[config.mk]
export PLATFORM = sky130hd
export DESIGN_NAME = des_round_sequencer_flat
export DESIGN_NICKNAME = d
export VERILOG_FILES = /design/src/rtl/des_round_sequencer_if.sv /design/src/rtl/des_round_sequencer.sv /design/src/flat_wrapper.sv
export SDC_FILE = /design/constraint.sdc
export NUM_CORES = 1
export LEC_CHECK = 0
export ABC_AREA = 1
export BUFFER_PORTS_ARGS = -buffer_cell sky130_fd_sc_hd__buf_2
export CORE_ASPECT_RATIO = 2
export CORE_MARGIN = 5
export CORE_UTILIZATION = 40
export CTS_BUF_LIST = sky130_fd_sc_hd__clkbuf_4 sky130_fd_sc_hd__clkbuf_8
export DETAILED_ROUTE_END_ITERATION = 16
export PLACE_DENSITY_LB_ADDON = 0.08
export SKIP_CTS_REPAIR_TIMING = 1
export SYNTH_ARGS = -nofsm -noshare
export SYNTH_HDL_FRONTEND = slang
export SYNTH_SLANG_ARGS = --single-unit
[constraint.sdc]
create_clock -name clk -period 4 [get_ports clk]
set_input_delay 0.4 -clock clk [delete_from_list [all_inputs] [get_ports clk]]
set_output_delay 0.4 -clock clk [all_outputs]
set_load 0.02 [all_outputs]
[src/rtl/des_round_sequencer_if.sv]
// Handshake bundle between the IP/PC-1 front end, the round sequencer and the FP back end.
// The sequencer takes the slave side; whoever feeds blocks and drains results takes the master side.
interface des_round_sequencer_if;
    logic        in_valid;
    logic        in_ready;
    logic [63:0] in_block;
    logic [55:0] in_key_cd;
    logic        in_decrypt;
    logic        out_valid;
    logic        out_ready;
    logic [63:0] out_block;

    modport master (
        output in_valid, in_block, in_key_cd, in_decrypt, out_ready,
        input  in_ready, out_valid, out_block
    );

    modport slave (
        input  in_valid, in_block, in_key_cd, in_decrypt, out_ready,
        output in_ready, out_valid, out_block
    );
endinterface

[src/rtl/des_round_sequencer.sv]
// Iterative DES round controller: holds L/R and the C/D key state, steps one shared
// f-function datapath through 16 Feistel rounds, encrypt or decrypt key schedule.
module des_round_sequencer #(
    parameter int NUM_ROUNDS = 16
) (
    input  logic                  clk,
    input  logic                  rst_n,
    des_round_sequencer_if.slave  bus,
    output logic [31:0]           f_r,
    output logic [55:0]           f_cd,
    input  logic [31:0]           f_result,
    output logic                  busy,
    output logic [3:0]            round
);

    localparam int CW = $clog2(NUM_ROUNDS);

    localparam logic [1:0] S_IDLE  = 2'd0;
    localparam logic [1:0] S_ROUND = 2'd1;
    localparam logic [1:0] S_DONE  = 2'd2;

    localparam logic [CW-1:0] LAST   = CW'(NUM_ROUNDS - 1);
    localparam logic [CW-1:0] PENULT = CW'(NUM_ROUNDS - 2);

    logic [1:0]    state;
    logic [31:0]   l;
    logic [31:0]   r;
    logic [55:0]   cd;
    logic [CW-1:0] cnt;
    logic          dec;
    logic          singleStep;

    function automatic logic [27:0] rotl(input logic [27:0] x, input logic two);
        return two ? {x[25:0], x[27:26]} : {x[26:0], x[27]};
    endfunction

    function automatic logic [27:0] rotr(input logic [27:0] x, input logic two);
        return two ? {x[1:0], x[27:2]} : {x[0], x[27:1]};
    endfunction

    // The upcoming round (cnt+2, 1-based) shifts by one only for rounds 2, 9 and 16.
    assign singleStep = (cnt == '0) || (cnt == CW'(7)) || (cnt == PENULT);

    always_ff @(posedge clk or negedge rst_n) begin
        if (!rst_n) begin
            state <= S_IDLE;
            l     <= '0;
            r     <= '0;
            cd    <= '0;
            cnt   <= '0;
            dec   <= 1'b0;
        end else begin
            case (state)
                S_IDLE: begin
                    if (bus.in_valid) begin
                        l     <= bus.in_block[63:32];
                        r     <= bus.in_block[31:0];
                        dec   <= bus.in_decrypt;
                        cnt   <= '0;
                        // Decrypt round 1 uses K16, which is the unrotated key.
                        cd    <= bus.in_decrypt ? bus.in_key_cd
                                                : {rotl(bus.in_key_cd[55:28], 1'b0),
                                                   rotl(bus.in_key_cd[27:0], 1'b0)};
                        state <= S_ROUND;
                    end
                end
                S_ROUND: begin
                    l   <= r;
                    r   <= l ^ f_result;
                    cnt <= cnt + 1'b1;
                    if (cnt == LAST) begin
                        state <= S_DONE;
                    end else if (dec) begin
                        cd <= {rotr(cd[55:28], !singleStep), rotr(cd[27:0], !singleStep)};
                    end else begin
                        cd <= {rotl(cd[55:28], !singleStep), rotl(cd[27:0], !singleStep)};
                    end
                end
                S_DONE: begin
                    if (bus.out_ready) begin
                        state <= S_IDLE;
                    end
                end
                default: state <= S_IDLE;
            endcase
        end
    end

    assign bus.in_ready  = (state == S_IDLE);
    assign bus.out_valid = (state == S_DONE);
    assign bus.out_block = (state == S_DONE) ? {r, l} : 64'd0;
    assign busy          = (state != S_IDLE);
    assign round         = (state == S_ROUND) ? 4'(cnt) : 4'd0;
    assign f_r           = r;
    assign f_cd          = cd;

endmodule

[src/flat_wrapper.sv]
// flat-port wrapper written by rule: the top's interface ports become plain ports
module des_round_sequencer_flat 
#(
    parameter int NUM_ROUNDS = 16
)
  (clk, rst_n, f_r, f_cd, f_result, busy, round, bus_in_valid, bus_in_block, bus_in_key_cd, bus_in_decrypt, bus_out_ready, bus_in_ready, bus_out_valid, bus_out_block);
  des_round_sequencer_if bus_i ();
  input  logic clk;
  input  logic rst_n;
  output logic [31:0] f_r;
  output logic [55:0] f_cd;
  input  logic [31:0] f_result;
  output logic busy;
  output logic [3:0] round;
  input wire logic [$bits(bus_i.in_valid)-1:0] bus_in_valid;
  input wire logic [$bits(bus_i.in_block)-1:0] bus_in_block;
  input wire logic [$bits(bus_i.in_key_cd)-1:0] bus_in_key_cd;
  input wire logic [$bits(bus_i.in_decrypt)-1:0] bus_in_decrypt;
  input wire logic [$bits(bus_i.out_ready)-1:0] bus_out_ready;
  output wire logic [$bits(bus_i.in_ready)-1:0] bus_in_ready;
  output wire logic [$bits(bus_i.out_valid)-1:0] bus_out_valid;
  output wire logic [$bits(bus_i.out_block)-1:0] bus_out_block;
  assign bus_i.in_valid = bus_in_valid;
  assign bus_i.in_block = bus_in_block;
  assign bus_i.in_key_cd = bus_in_key_cd;
  assign bus_i.in_decrypt = bus_in_decrypt;
  assign bus_i.out_ready = bus_out_ready;
  assign bus_in_ready = bus_i.in_ready;
  assign bus_out_valid = bus_i.out_valid;
  assign bus_out_block = bus_i.out_block;
  des_round_sequencer #(.NUM_ROUNDS(NUM_ROUNDS)) u_core (.clk(clk), .rst_n(rst_n), .bus(bus_i), .f_r(f_r), .f_cd(f_cd), .f_result(f_result), .busy(busy), .round(round));
endmodule
# == Word level (Yosys, flattened, before mapping) ==
# Cells that the tools add are included.
# classes
n_addsub,1
n_mul,0
div,0
magnitude_cmp,0
eq_ne,9
shift,0
mux,21
bitwise_logic,1
reduce_logical,10
# ops
cell,n
56-bit two-way mux,4
32-bit one-hot mux with 2 select lines,2
28-bit two-way mux,4
56-bit one-hot mux with 2 select lines,1
32-bit two-way mux,2
64-bit two-way mux,1
32-bit XOR,1
4-bit equality test (second input constant),2
4-bit two-way mux,2
4-bit one-hot mux with 2 select lines,1
2-bit two-way mux,3
2-bit inequality test (second input constant),3
2-bit one-hot mux with 3 select lines,1
3-bit AND reduction,2
4-bit by 1-bit adder with 4-bit output (second input constant),1
4-bit by 3-bit equality test with 1-bit output (second input constant),1
4-bit logical NOT,1
2-bit AND reduction,2
2-bit nonzero test,2
2-bit by 1-bit equality test with 1-bit output (second input constant),1
2-bit equality test (second input constant),1
2-bit logical NOT,1
1-bit logical OR,2
2-bit by 1-bit inequality test with 1-bit output (second input constant),1
# word_totals
register_bits,127
latchBits,0
ram_bits,0
mem_bits_ro,0
input_bits,157
out_inout_bits,159
wordCells,48
memories,0

# == Longest topological paths before layout ==
# depth
word_depth,7
mapped_depth,10
ltp_nobuf,8

# == Worst setup path after synthesis ==
# No wires, ideal clock.
# synth_path
path_type,register -> output
start,register u_core.state[0]
end,output port bus_out_block[13]
t_arrival_ns,1.530
required_ns,3.600
slack_ns,2.070
stages_incl_launch_ff,6
n_path_buf,2
path_cell_list,dfrtp_1 -> nor2_1 -> inv_1 -> clkbuf_1 -> buf_2 -> nor2_1
# synth_via
elab_chain_len,2
# synth_rtl
element,line,text
start: declaration,des_round_sequencer.sv:25,logic [1:0] state;
start signal: assignment,des_round_sequencer.sv:46,state <= S_IDLE;
start signal: assignment,des_round_sequencer.sv:64,state <= S_ROUND;
start signal: assignment,des_round_sequencer.sv:72,state <= S_DONE;
2-bit equality test,--,
named net bus_out_valid,flat_wrapper.sv:21,output wire logic [$bits(bus_i.out_valid)-1:0] bus_out_valid;
64-bit two-way mux,des_round_sequencer.sv:91,"assign bus.out_block = (state == S_DONE) ? {r, l} : 64'd0;"
end: declaration,flat_wrapper.sv:22,output wire logic [$bits(bus_i.out_block)-1:0] bus_out_block;
# The timed path passes the listed nets, and every way through them passes these cells.

# == Final worst setup path ==
# layout_path
start,register u_core.state[1]
end,output port bus_out_block[55]
# layout_via
elab_chain_len,2
# layout_rtl
element,line
2-bit equality test,des_round_sequencer.sv:91
64-bit two-way mux,des_round_sequencer.sv:91
# No other way between the ends.

==> key figures <==
Final layout
  – Final non-filler cell total: 1752
  – Layout cell share with drive strength beyond 1: 0.2673
  – Storage cell area: 3179 sq um
  – Multi-input logic area: 4442 sq um
  – Most common cell after layout, fill and taps aside: buf_2
  – Post-Layout Inst Area: 10630 sq um
  – Filler cells: 2340
  – Commonest cells after routing, fill and taps aside: buf_2, nand3_1, nor2_1, o21ai_0, dfrtp_1
  – Syn-to-layout area delta: 22.36%
  – Nets: 1625

Pwr
  – Leakage: 5.272 nW
  – Power Total: 10.05 mW
  – Peak VDD IR: 548.0 uV
  – PwrDens: 945.8 nW/um^2

Route
  – Via count: between 10000 and 15000
  – DRT antenna net count: 0
  – Wire per inst: slightly above 20 microns
  – Initial DRC Count: between 700 and 800
  – Initial DRT Pass Iterations: 5
  – Vias/cell: around 5.8
  – Total wire length: 35400 microns
  – Residual DRC: 0

Timing
  – Setup violators final: 0
  – RSZ-0062 raised after global routing: no
  – Post-Route Setup TNS: 0 ns
  – Final hold viol count: 5
  – Hold_ws: -0.01348 ns
  – Least-Margin Pin Slew: 1.132 ns
  – Fmax: about 0.38 GHz
  – Max-Slew Margin vs Limit: 0.2425
  – Final Max Slew Viols: 0
  – Final Skew: 0.009662 ns
  – Tcrit/Tclk final: 0.6513
  – Min Tclk post-route: 2.605 ns
  – Final WS setup: 1.395 ns

Yosys
  – Syn Area/Cell: between 7 and 8 sq um
  – Post-synth net total: 1382
  – YS warnings: 0
  – Yosys reg bits: 127
  – Cells after synthesis: 1222
  – Distinct cells, synth: 27
  – Post-synthesis sequential area ratio: 0.3660
  – Post-Syn Area: 8683 sq um

Worst setup path
  – Maximum fanout along the worst path: 41
  – R2R Setup Slk: 1.55 ns
  – CP arrival: 2.21 ns
  – R2R cell count: 6
  – Reg2reg start: u_core.state[0]$_DFFE_PN0P_
  – Critical path endpoint category: primary output
  – CP required: 3.60 ns
  – Crit path kind: flip-flop to primary output
  – CP Launch Type: flip-flop
  – Reg2reg end: u_core.f_cd[3]$_DFFE_PN0P_

CTS
  – Depth of the CTS H-tree: 4
  – Clock transition at path regs: 0.08 ns
  – CTS Sinks: 127
  – Clock Path Buffers: 2
  – Root buf cell: clkbuf_8
  – Clock Latency Late Sink: 0.47 ns
  – CTS tree: built
  – Total CTS buffers: 17

Placement
  – Port buffer count: about 320
  – DP Wirelength: ~24000 microns
  – RD Place Congestion: 0.8730
  – Placed Area: between 10000 and 15000 sq um
  – Placed cells: roughly 1700
  – Worst slack, placed: between 1.5 and 2 ns

Floorplan
  – I/O pin total: 316
  – Die Ht: 218.4 microns
  – Initial Util: 0.4041
  – FP Rows: 76
  – Die Area: 24930 sq um
  – Core Area: 21490 sq um
  – Die width: around 110 microns

Global route
  – GRT Total Usage: 0.2802
  – First-pass GRT wire length: around 55000 microns
  – Largest net degree at the start of global routing: 109
  – Initial antenna violation count: 3
  – Vias in the first global route: between 10000 and 15000
  – Gr ovfl total: 0

Min path
  – Hold/Removal Path Class: input pin to asynchronous set/reset pin

Job
  – Max-Cap Viols: 0

Status
  – Violations in the final reports: negative hold slack
  – Status: finished, violations left
layer usage:
metal,up-vias,part of all wire,global-route usage
met5,-,0.00040,0
met4,4,0.038,0.1149
met3,81,0.072,0.07177
met2,437,0.54,0.5088
met1,4873,0.35,0.3038
li1,4764,-,-
stage by stage:
step	utilization	hold WS, ns
floorplan	-	0.1044
global route	0.4944	0.05571
global placement	0.4745	0.5267
detailed placement	0.4745	0.5417
CTS	0.4943	0.03776
finish	0.4944	-0.01348
final cells by class:
| cell class | count | share of cell area |
|---|---|---|
| antenna | 1 | 0.0002355 |
| clock buffer | 22 | 0.02732 |
| clock inverter | 10 | 0.01272 |
| inverter | 131 | 0.04651 |
| multi-input combinational | 852 | 0.4180 |
| sequential | 127 | 0.2992 |
| tap | 273 | 0.03215 |
| timing repair buffer | 336 | 0.1638 |
how the worst max path moves through the flow:
stage                                start                           to  depth (start not counted)
2_1_floorplan  u_core.state[0]$_DFFE_PN0P_            bus_out_block[13]                          5
3_3_place_gp   u_core.state[0]$_DFFE_PN0P_  u_core.f_cd[23]$_DFFE_PN0P_                          6
3_5_place_dp   u_core.state[0]$_DFFE_PN0P_      u_core.l[2]$_DFFE_PN0P_                          6
4_1_cts        u_core.state[1]$_DFFE_PN0P_            bus_out_block[55]                          6
5_1_grt        u_core.state[1]$_DFFE_PN0P_            bus_out_block[18]                          6
6_report       u_core.state[1]$_DFFE_PN0P_            bus_out_block[55]                          6
logic make-up after synthesis:
kind of cell	Yosys count	share of synthesized area
DFF	127	0.3660
and+or+nand+nor	546	0.2994
AOI/OAI and AO/OA	302	0.2048
buffers and inverters	243	0.1245
adders and majority gates	3	0.004323
xor gates and xnor gates	1	0.001009
worst max-delay path, stage by stage (launching register included):
cell	delay [ns]
dfrtp_1	0.42
inv_2	0.09
nor2_1	0.06
inv_2	0.55
buf_4	0.36
nor2_1	0.08
buf_2	0.16
power by group:
| part | total [mW] | switching [mW] | internal (mW) |
|---|---|---|---|
| combinational | 6.19 | 4.16 | 2.04 |
| clock | 1.24 | 0.568 | 0.676 |
| sequential | 2.61 | 0.620 | 1.99 |
registers in the layout (all words and copies together) (netlist names):
name,cells
u_core.f_r,32
u_core.dec,1
u_core.state,2
u_core.f_cd,56
u_core.cnt,4
u_core.l,32
synth_stat cells, drive strengths merged:
| cell type | n | share of area |
|---|---|---|
| nand3 | 261 | 0.15 |
| nor2 | 183 | 0.080 |
| o21ai | 147 | 0.085 |
| inv | 131 | 0.057 |
| dfrtp | 127 | 0.37 |
| a21oi | 88 | 0.051 |
| buf | 66 | 0.048 |
| nand4 | 56 | 0.040 |
| clkbuf | 46 | 0.020 |
| nor3 | 33 | 0.019 |
| a221oi | 32 | 0.039 |
| o211ai | 32 | 0.028 |
| nand2 | 13 | 0.0085 |
| ha | 3 | 0.0043 |
| o22ai | 3 | 0.0022 |
| xor2 | 1 | 0.0010 |
Note: power is estimated with default switching activity, not from simulation.
